<file path="src/rtl/gat_bram_pack_loader.sv">
// gat_bram_pack_loader
// Host-to-BRAM load adapter: packs consecutive 32-bit host beats into one wide
// BRAM entry, tracks load completion and serves beat-wise readback.
module gat_bram_pack_loader #(
  parameter int DATA_WIDTH = 44,
  parameter int DEPTH      = 13264,
  parameter int BUS_WIDTH  = 32,
  parameter int RD_LATENCY = 2,
  localparam int BEATS  = (DATA_WIDTH + BUS_WIDTH - 1) / BUS_WIDTH,
  localparam int BEAT_W = (BEATS > 1) ? $clog2(BEATS) : 1,
  localparam int ADDR_W = $clog2(DEPTH),
  localparam int BA_W   = ADDR_W + BEAT_W + 2,
  localparam int BUF_W  = (BEATS > 1) ? (BEATS - 1) * BUS_WIDTH : BUS_WIDTH
) (
  input  logic                  clk,
  input  logic                  rst,
  input  logic                  load_start,
  input  logic                  load_done_in,
  input  logic                  bus_en,
  input  logic                  bus_we,
  input  logic [BA_W-1:0]       bus_addr,
  input  logic [BUS_WIDTH-1:0]  bus_din,
  output logic [BUS_WIDTH-1:0]  bus_dout,
  output logic                  bus_rvalid,
  output logic                  mem_we,
  output logic [ADDR_W-1:0]     mem_waddr,
  output logic [DATA_WIDTH-1:0] mem_wdata,
  output logic [ADDR_W-1:0]     mem_raddr,
  input  logic [DATA_WIDTH-1:0] mem_rdata,
  output logic                  load_done,
  output logic [ADDR_W:0]       entry_cnt,
  output logic                  err_order
);

  localparam logic [1:0] S_IDLE  = 2'd0;
  localparam logic [1:0] S_LOAD  = 2'd1;
  localparam logic [1:0] S_FLUSH = 2'd2;
  localparam logic [1:0] S_DONE  = 2'd3;

  localparam logic [BEAT_W:0]   BEATS_L   = (BEAT_W + 1)'(BEATS);
  localparam logic [BEAT_W-1:0] LAST_BEAT = BEAT_W'(BEATS - 1);
  localparam logic [BEAT_W-1:0] BEAT_ONE  = BEAT_W'(1);
  localparam logic [ADDR_W:0]   DEPTH_L   = (ADDR_W + 1)'(DEPTH);
  localparam logic [ADDR_W:0]   CNT_ONE   = (ADDR_W + 1)'(1);

  logic [1:0]            r_state;
  logic                  r_load_done;
  logic [ADDR_W:0]       r_entry_cnt;
  logic                  r_err_order;
  logic                  r_mem_we;
  logic [ADDR_W-1:0]     r_mem_waddr;
  logic [DATA_WIDTH-1:0] r_mem_wdata;
  logic [ADDR_W-1:0]     r_mem_raddr;
  logic                  r_partial;
  logic [BEAT_W-1:0]     r_exp_beat;
  logic [ADDR_W-1:0]     r_cur_entry;
  logic [BUF_W-1:0]      r_buf;
  logic [RD_LATENCY:0]   r_rv_pipe;
  logic [RD_LATENCY:0]   r_roob_pipe;
  logic [BEAT_W-1:0]     r_rbeat_pipe [0:RD_LATENCY];

  logic [ADDR_W+BEAT_W-1:0]    w_word;
  logic [BEAT_W-1:0]           w_beat;
  logic [ADDR_W:0]             w_entry;
  logic [DATA_WIDTH-1:0]       w_packed;
  logic                        w_beat_ok;
  logic                        w_entry_ok;
  logic                        w_in_order;
  logic                        w_last;
  logic                        w_wr;
  logic                        w_rd;
  logic                        w_wr_load;
  logic                        w_accept_last;
  logic                        w_accept_mid;
  logic                        w_order_err;
  logic                        w_restart;
  logic                        w_wr_err;
  logic                        w_flush_drop;
  logic [BEATS*BUS_WIDTH-1:0]  w_rdata_pad;
  logic [BUS_WIDTH-1:0]        w_slice;
  logic                        w_unused;

  // Byte offset inside a word carries no information for a word-wide bus.
  assign w_unused = ^bus_addr[1:0];
  assign w_word   = bus_addr[BA_W-1:2];

  generate
    if (BEATS == 1) begin : g_single
      assign w_beat   = {BEAT_W{1'b0}};
      assign w_entry  = w_word;
      assign w_packed = DATA_WIDTH'(bus_din);
    end else begin : g_multi
      assign w_beat   = w_word[BEAT_W-1:0];
      assign w_entry  = {1'b0, w_word[ADDR_W+BEAT_W-1:BEAT_W]};
      // Last beat is the most significant word; excess high bits are dropped.
      assign w_packed = DATA_WIDTH'({bus_din, r_buf});
    end
  endgenerate

  assign w_wr       = bus_en & bus_we;
  assign w_rd       = bus_en & ~bus_we;
  assign w_wr_load  = w_wr & (r_state == S_LOAD);
  assign w_beat_ok  = ({1'b0, w_beat} < BEATS_L);
  assign w_entry_ok = (w_entry < DEPTH_L);
  assign w_last     = (w_beat == LAST_BEAT);
  // A continuing beat must target the entry already being assembled.
  assign w_in_order = w_beat_ok & w_entry_ok & (w_beat == r_exp_beat) &
                      (~r_partial | (w_entry[ADDR_W-1:0] == r_cur_entry));
  assign w_accept_last = w_wr_load & w_in_order & w_last;
  assign w_accept_mid  = w_wr_load & w_in_order & ~w_last;
  assign w_order_err   = w_wr_load & ~w_in_order;
  // An erroneous beat 0 is still a valid start of a fresh entry.
  assign w_restart     = w_order_err & (w_beat == {BEAT_W{1'b0}}) & w_entry_ok & ~w_last;
  assign w_wr_err      = w_order_err | (w_wr & ((r_state == S_FLUSH) | (r_state == S_DONE)));
  assign w_flush_drop  = (r_state == S_FLUSH) & r_partial;

  // Load FSM, completion flag, saturating entry counter and sticky order error
  always_ff @(posedge clk or posedge rst) begin
    if (rst) begin
      r_state     <= S_IDLE;
      r_load_done <= 1'b0;
      r_entry_cnt <= {(ADDR_W+1){1'b0}};
      r_err_order <= 1'b0;
    end else if (load_start) begin
      r_state     <= S_LOAD;
      r_load_done <= 1'b0;
      r_entry_cnt <= {(ADDR_W+1){1'b0}};
      r_err_order <= 1'b0;
    end else begin
      if (w_accept_last && (r_entry_cnt != DEPTH_L)) begin
        r_entry_cnt <= r_entry_cnt + CNT_ONE;
      end else begin
        r_entry_cnt <= r_entry_cnt;
      end
      if (w_wr_err || w_flush_drop) begin
        r_err_order <= 1'b1;
      end else begin
        r_err_order <= r_err_order;
      end
      case (r_state)
        S_IDLE:  r_state <= S_IDLE;
        S_LOAD:  r_state <= load_done_in ? S_FLUSH : S_LOAD;
        // The commit issued from LOAD is already on mem_we during this cycle.
        S_FLUSH: begin
          r_state     <= S_DONE;
          r_load_done <= 1'b1;
        end
        S_DONE:  r_state <= S_DONE;
        default: r_state <= S_IDLE;
      endcase
    end
  end

  // Partial-entry assembly: expected beat, current entry and beat buffer
  always_ff @(posedge clk or posedge rst) begin
    if (rst) begin
      r_partial   <= 1'b0;
      r_exp_beat  <= {BEAT_W{1'b0}};
      r_cur_entry <= {ADDR_W{1'b0}};
      r_buf       <= {BUF_W{1'b0}};
    end else if (load_start || w_flush_drop) begin
      r_partial   <= 1'b0;
      r_exp_beat  <= {BEAT_W{1'b0}};
      r_cur_entry <= {ADDR_W{1'b0}};
      r_buf       <= {BUF_W{1'b0}};
    end else if (w_accept_mid || w_restart) begin
      r_partial   <= 1'b1;
      r_exp_beat  <= w_beat + BEAT_ONE;
      r_cur_entry <= w_entry[ADDR_W-1:0];
      for (int k = 0; k < BEATS - 1; k++) begin
        if (w_beat == BEAT_W'(k)) begin
          r_buf[k*BUS_WIDTH +: BUS_WIDTH] <= bus_din;
        end
      end
    end else if (w_accept_last || w_order_err) begin
      r_partial  <= 1'b0;
      r_exp_beat <= {BEAT_W{1'b0}};
    end else begin
      r_partial <= r_partial;
    end
  end

  // Single-cycle commit of a completed entry to the BRAM write port
  always_ff @(posedge clk or posedge rst) begin
    if (rst) begin
      r_mem_we    <= 1'b0;
      r_mem_waddr <= {ADDR_W{1'b0}};
      r_mem_wdata <= {DATA_WIDTH{1'b0}};
    end else if (load_start) begin
      r_mem_we <= 1'b0;
    end else begin
      r_mem_we <= w_accept_last;
      if (w_accept_last) begin
        r_mem_waddr <= w_entry[ADDR_W-1:0];
        r_mem_wdata <= w_packed;
      end else begin
        r_mem_waddr <= r_mem_waddr;
      end
    end
  end

  // Readback address and request tracking aligned to the BRAM read latency
  always_ff @(posedge clk or posedge rst) begin
    if (rst) begin
      r_mem_raddr <= {ADDR_W{1'b0}};
      r_rv_pipe   <= {(RD_LATENCY+1){1'b0}};
      r_roob_pipe <= {(RD_LATENCY+1){1'b0}};
      for (int i = 0; i <= RD_LATENCY; i++) begin
        r_rbeat_pipe[i] <= {BEAT_W{1'b0}};
      end
    end else begin
      if (w_rd) begin
        r_mem_raddr <= w_entry[ADDR_W-1:0];
      end else begin
        r_mem_raddr <= r_mem_raddr;
      end
      r_rv_pipe       <= {r_rv_pipe[RD_LATENCY-1:0], w_rd};
      r_roob_pipe     <= {r_roob_pipe[RD_LATENCY-1:0], ~w_beat_ok};
      r_rbeat_pipe[0] <= w_beat;
      for (int i = 1; i <= RD_LATENCY; i++) begin
        r_rbeat_pipe[i] <= r_rbeat_pipe[i-1];
      end
    end
  end

  assign w_rdata_pad = (BEATS*BUS_WIDTH)'(mem_rdata);

  // Beat selection from the returning BRAM word
  always_comb begin
    w_slice = {BUS_WIDTH{1'b0}};
    for (int k = 0; k < BEATS; k++) begin
      if (r_rbeat_pipe[RD_LATENCY] == BEAT_W'(k)) begin
        w_slice = w_rdata_pad[k*BUS_WIDTH +: BUS_WIDTH];
      end else begin
        w_slice = w_slice;
      end
    end
  end

  // Data arrives from the BRAM in the valid cycle itself, so the mux is not re-registered.
  assign bus_dout   = (r_rv_pipe[RD_LATENCY] && !r_roob_pipe[RD_LATENCY]) ? w_slice : {BUS_WIDTH{1'b0}};
  assign bus_rvalid = r_rv_pipe[RD_LATENCY];
  assign mem_we     = r_mem_we;
  assign mem_waddr  = r_mem_waddr;
  assign mem_wdata  = r_mem_wdata;
  assign mem_raddr  = r_mem_raddr;
  assign load_done  = r_load_done;
  assign entry_cnt  = r_entry_cnt;
  assign err_order  = r_err_order;

endmodule

</file>
<file path="config.mk">
export PLATFORM = sky130hd
export DESIGN_NAME = gat_bram_pack_loader
export DESIGN_NICKNAME = d
export VERILOG_FILES = /design/src/rtl/gat_bram_pack_loader.sv
export SDC_FILE = /design/constraint.sdc
export NUM_CORES = 1
export LEC_CHECK = 0
export ABC_CLOCK_PERIOD_IN_PS = 6000
export BUFFER_PORTS_ARGS = -buffer_cell sky130_fd_sc_hd__buf_2
export CAP_MARGIN = 15
export CELL_PAD_IN_SITES_DETAIL_PLACEMENT = 1
export CELL_PAD_IN_SITES_GLOBAL_PLACEMENT = 1
export CORE_MARGIN = 10
export CORE_UTILIZATION = 30
export CTS_BUF_LIST = sky130_fd_sc_hd__clkbuf_4 sky130_fd_sc_hd__clkbuf_8
export DETAILED_ROUTE_END_ITERATION = 16
export PLACE_DENSITY = 0.74
export SLEW_MARGIN = 10
export SYNTH_ARGS = -nofsm -noshare
export SYNTH_HDL_FRONTEND = slang
export SYNTH_SLANG_ARGS = --single-unit
</file>
<file path="constraint.sdc">
create_clock -name clk -period 6 [get_ports clk]
set_clock_uncertainty 0.1 [all_clocks]
set_input_delay 0.6 -clock clk [delete_from_list [all_inputs] [get_ports clk]]
set_output_delay 0.6 -clock clk [all_outputs]
set_load 0.01 [all_outputs]
</file>
Yosys cells after proc, flatten, opt, wreduce, memory -nomap -nowiden
Index checks and enable logic that the tools add are counted.

storage, ports and cells
  flip-flop bits (word level) = 146
  latch bits = 0
  bits in writable memories = 0
  memory bits (read-only) = 0
  input port bits = 99
  logic and storage cells = 84
  memories = 0

operators by class
  add/sub/neg operators = 2
  multipliers = 0
  div/mod/pow operators = 0
  magnitude comparators = 1
  equal/unequal tests = 7
  shifts and indexed selects = 0
  muxes and demuxes = 22
  bitwise operators = 22
  reductions and logical operators = 14

operators with widths
  operator                                                                   number
  32-bit two-way mux                                                         5
  15-bit two-way mux                                                         2
  14-bit two-way mux                                                         2
  15-bit by 1-bit adder with 15-bit output, second input constant            1
  15-bit by 14-bit inequality test with 1-bit output, second input constant  1
  1-bit bitwise AND                                                          14
  14-bit equality test                                                       1
  14-bit < comparator, second input constant                                 1
  1-bit two-way mux                                                          10
  2-bit nonzero test                                                         4
  2-bit case mux with 3 select lines                                         1
  1-bit NOT                                                                  5
  2-bit equality test, second input constant                                 2
  1-bit logical OR                                                           4
  2-bit two-way mux                                                          2
  2-bit AND reduction                                                        2
  1-bit OR                                                                   3
  3-bit nonzero test                                                         1
  2-bit by 1-bit equality test with 1-bit output, second input constant      1
  2-bit logical NOT                                                          1
  2-bit by 1-bit inequality test with 1-bit output, second input constant    1
  2-bit OR reduction                                                         1
  1-bit adder, second input constant                                         1
  1-bit equality test                                                        1
  1-bit logical AND                                                          1

Longest topological paths before layout
  depth after elaboration = 11
  depth in mapped cells = 9

Worst setup path after synthesis
OpenSTA, ideal clock, no wires.

  kind = in2reg
  start point = input bus_addr[4]
  end point = register r_mem_wdata[0], in the netlist mem_wdata[0]
  data arrival time = 2.429 ns
  path slack = 3.346 ns
  stages = 9
  buffers on the path = 3
  cells stage by stage = xor2_1 -> nor4_1 -> nand4_1 -> and2_1 -> or3_1 -> clkbuf_1 -> buf_6 -> buf_6 -> mux2_4

on the way
  cells in the longest elaborated chain, start to end = 6

ends and longest elaborated chain
  item                                                         line      text
  start: declaration                                           21        input logic [BA_W-1:0] bus_addr,
  14-bit < comparator or 14-bit equality test (tied branches)  104, 108
  1-bit bitwise AND or 1-bit OR (tied branches)                107, 108
  1-bit bitwise AND *                                          107       assign w_in_order = w_beat_ok & w_entry_ok & (w_beat == r_exp_beat) &
  1-bit bitwise AND * (2 in series)                            109       assign w_accept_last = w_wr_load & w_in_order & w_last;
  2-bit AND reduction (no source line) *                       -
  end signal: assignment                                       188       r_mem_wdata <= {DATA_WIDTH{1'b0}};
  end signal: assignment                                       195       r_mem_wdata <= w_packed;
  end: declaration                                             52        logic [DATA_WIDTH-1:0] r_mem_wdata;

Mark *: on every way between the ends. The rest lies on a longest branch, timed or not.
A chain may end at the register's enable or synchronous reset.

Final worst setup path
  start point = register r_rbeat_pipe[0] (netlist bit)
  end point = output bus_dout[16]

on the way
  cells in the longest elaborated chain, start to end = 2

ends and longest elaborated chain
  item                              line  text
  start: declaration                60    logic [BEAT_W-1:0] r_rbeat_pipe [0:RD_LATENCY];
  start signal: indexed assignment  209   r_rbeat_pipe[i] <= {BEAT_W{1'b0}};
  start signal: indexed assignment  221   r_rbeat_pipe[i] <= r_rbeat_pipe[i-1];
  32-bit two-way mux                232   if (r_rbeat_pipe[RD_LATENCY] == BEAT_W'(k)) begin
  32-bit two-way mux                241   assign bus_dout = (r_rv_pipe[RD_LATENCY] && !r_roob_pipe[RD_LATENCY]) ? w_slice : {BUS_WIDTH{1'b0}};
  end: declaration                  23    output logic [BUS_WIDTH-1:0] bus_dout,

Every way passes these cells.

==> run metrics <==
status finished, final reports clean; CTS tree done; cells along the critical path nor2b_1 > and2_1 > buf_2; Cells after DPL 1028; critical path depth in cells 3; Worst setup SP type register; setup violators final 0; Remaining DRCs 0; CP endpoint bus_dout[16]; DR vias about 5000; commonest non-fill, non-tap cell in the layout buf_2; worst-path maximum fanout 20; postcts setup bufs 0; CP Class register to output port; synthesized instance count about 560; max incr delay on CP 0.87 ns; share of cells above drive strength 1 between 40% and 50%; initial antenna violation count 2; sequential-to-total area share from yosys stat about 57%; Max VDD drop about 130 uV; r2r endpoint mem_wdata[4]; Pleak 4.266 nW; Worst Tran Pin Value 1.108 ns; drt first pass iters 4; Critical Path AT around 2.4 ns; most frequent cells in the layout buf_2 (219), dfrtp_1 (146), nand2_1 (100); Starting Density just over 30%; Hold-fix buffers, CTS 0; cts bufs inserted 17; initial drt markers between 100 and 150; worst hold path class primary input to asynchronous set/reset pin; I/O pins between 200 and 250; Finished Layout Cells 1062; power per cell area 251.1 mW/mm^2; worst skew pair latency 0.45 ns; Die Area around 0.028 sq mm; Final min period 3.068 ns; Root Buffer clkbuf_8; worst reg2reg startpoint r_cur_entry[3]; wire per inst about 18 um; endpoints failing hold 0; ANT nets after route 0; Syn-to-layout area delta 27.40%; Slew Viols, Final 0; total gr overflow 0; area of the multi-input gates 0.002574 sq mm; crit path from r_rbeat_pipe[0]; syn_nets 663; FF-to-FF path depth 6; Yosys reg bits 146; total power 2.043 mW; register area between 0.003 and 0.004 sq mm; largest net degree at the start of global routing 87; # rows between 50 and 60; final cycle utilization of the critical path about 51%; Total Wirelength a little under 20 mm; H-Tree Depth 4; Clk pin slew, worst setup/hold paths approximately 0.09 ns; routability cong. about 0.84; post-route setup TNS 0 ns; worst endpoint required time 5.30 ns; core footprint 0.02096 sq mm; via density per instance around 4.6; first-pass GRT wire length about 31 mm; maximum clock insertion buffer count 2; chip height roughly 170 um; Mapped Area between 0.006 and 0.007 sq mm; slowest cell on the critical path nor2b_1; fillcell total 2439; vias in the first global route around 5500; RSZ-0062 raised after global routing false; library cells used by synthesis 34; Finished Core Util 38.83%; HPWL Detailed 13.84 mm; Worst R2R Setup Slack between 3 and 4 ns; Crit path buffers/inverters 1; Die X roughly 170 um; Sink Count about 150; Synth Warn # 0; Tot GR Track Use roughly 14%; I/O Buffers between 200 and 250; Max Fclk 325.9 MHz; Mean Syn Cell Area 11.37 sq um; Crit. End Element output port; # resized after CTS 0; layout net count between 800 and 900; delay-heaviest family, CP simple AND/OR/NAND/NOR gates; Slew HR 26.13%; Max-cap violations 0
logic make-up after synthesis:
group / share of synthesized area, %
xor gates and xnor gates: 2.468
muxes: 16.61
AOI/OAI and AO/OA: 6.484
buffers and inverters: 2.762
and+or+nand+nor: 14.08
adders and majority gates: 0.3917
DFF: 57.20
cell type report:
type                            instances  area share, %
Antenna cell                            2        0.06150
Inverter                                9         0.4766
Sequential cell                       146          44.90
Clock inverter                         14          1.999
Timing Repair Buffer                  222          13.75
Clock buffer                           18          2.967
Tap cell                              275          4.228
Multi-Input combinational cell        376          31.63
cells in the mapped netlist (all sizes together):
master  instances  area [sq um]
a21oi          53         265.3
xnor2           4         35.03
o211ai          2         15.01
a311oi          3         26.28
a31o            4         35.03
xor2           14         122.6
dfrtp         146          3654
mux2           76         930.9
nand3           4         20.02
inv             9         33.78
nor4b           1         8.760
nor3            4         20.02
and2           24         150.1
nand2b          2         12.51
buf             8         56.30
o21ai           4         20.02
nor4            3         18.77
or3             2         12.51
nand4           9         56.30
nor2b          19         118.9
nor2           23         86.33
or4             1         7.510
nand2         100         375.4
or2             1         6.260
and3            1         6.260
clkbuf         23         86.33
mux2i          13         130.1
ha              2         25.02
o21a            1         7.510
a211oi          4         30.03
a21o            2         15.01
worst min path at each step:
stage / slack, ns / end / cells past startpoint / startpoint
after floorplan: 0.23 / r_rbeat_pipe[0] / 0 / r_rbeat_pipe[1]
after global placement: 0.23 / r_rbeat_pipe[1] / 0 / r_rbeat_pipe[2]
after detailed placement: 0.24 / r_rbeat_pipe[1] / 0 / r_rbeat_pipe[2]
after CTS: 0.21 / r_rbeat_pipe[2] / 1 / bus_addr[2]
after global routing: 0.20 / r_rbeat_pipe[2] / 1 / bus_addr[2]
final: 0.19 / r_buf[15] / 2 / rst
routing by layer:
| layer | routed length, um | up-vias | track usage [%] | part of all wire [%] |
|---|---|---|---|---|
| li1 | - | 2314 | - | - |
| met1 | 8491 | 2441 | 16.36 | 44 |
| met2 | 9516 | 160 | 24.15 | 49 |
| met3 | 1234 | 10 | 4.851 | 6.4 |
| met4 | 189 | 0 | 3.621 | 0.97 |
| met5 | 0 | - | 0 | 0 |
stage by stage:
stage               hold WS, ns  worst slack [ns]  cell area, sq um
floorplan                0.2312             1.377              6387
global placement         0.2332             2.661              7729
detailed placement       0.2356             2.650              7729
CTS                      0.2078             2.837              8133
global route             0.2023             2.664              8138
finish                   0.1926             2.932              8138
where the power goes:
| part | internal [mW] | total (mW) | leakage (nW) | switching [mW] |
|---|---|---|---|---|
| combinational | 0.0831 | 0.195 | 2.07 | 0.111 |
| clock | 0.415 | 0.810 | 0.210 | 0.395 |
| sequential | 1.02 | 1.04 | 1.98 | 0.0212 |
registers in the layout, indices dropped and copies added (netlist names), 3 cells and up:
signal,flops
entry_cnt,15
mem_raddr,14
mem_waddr,14
mem_wdata,44
r_buf,32
r_cur_entry,14
r_rbeat_pipe,3
r_rv_pipe,3
(Power assumes the default switching activity.)
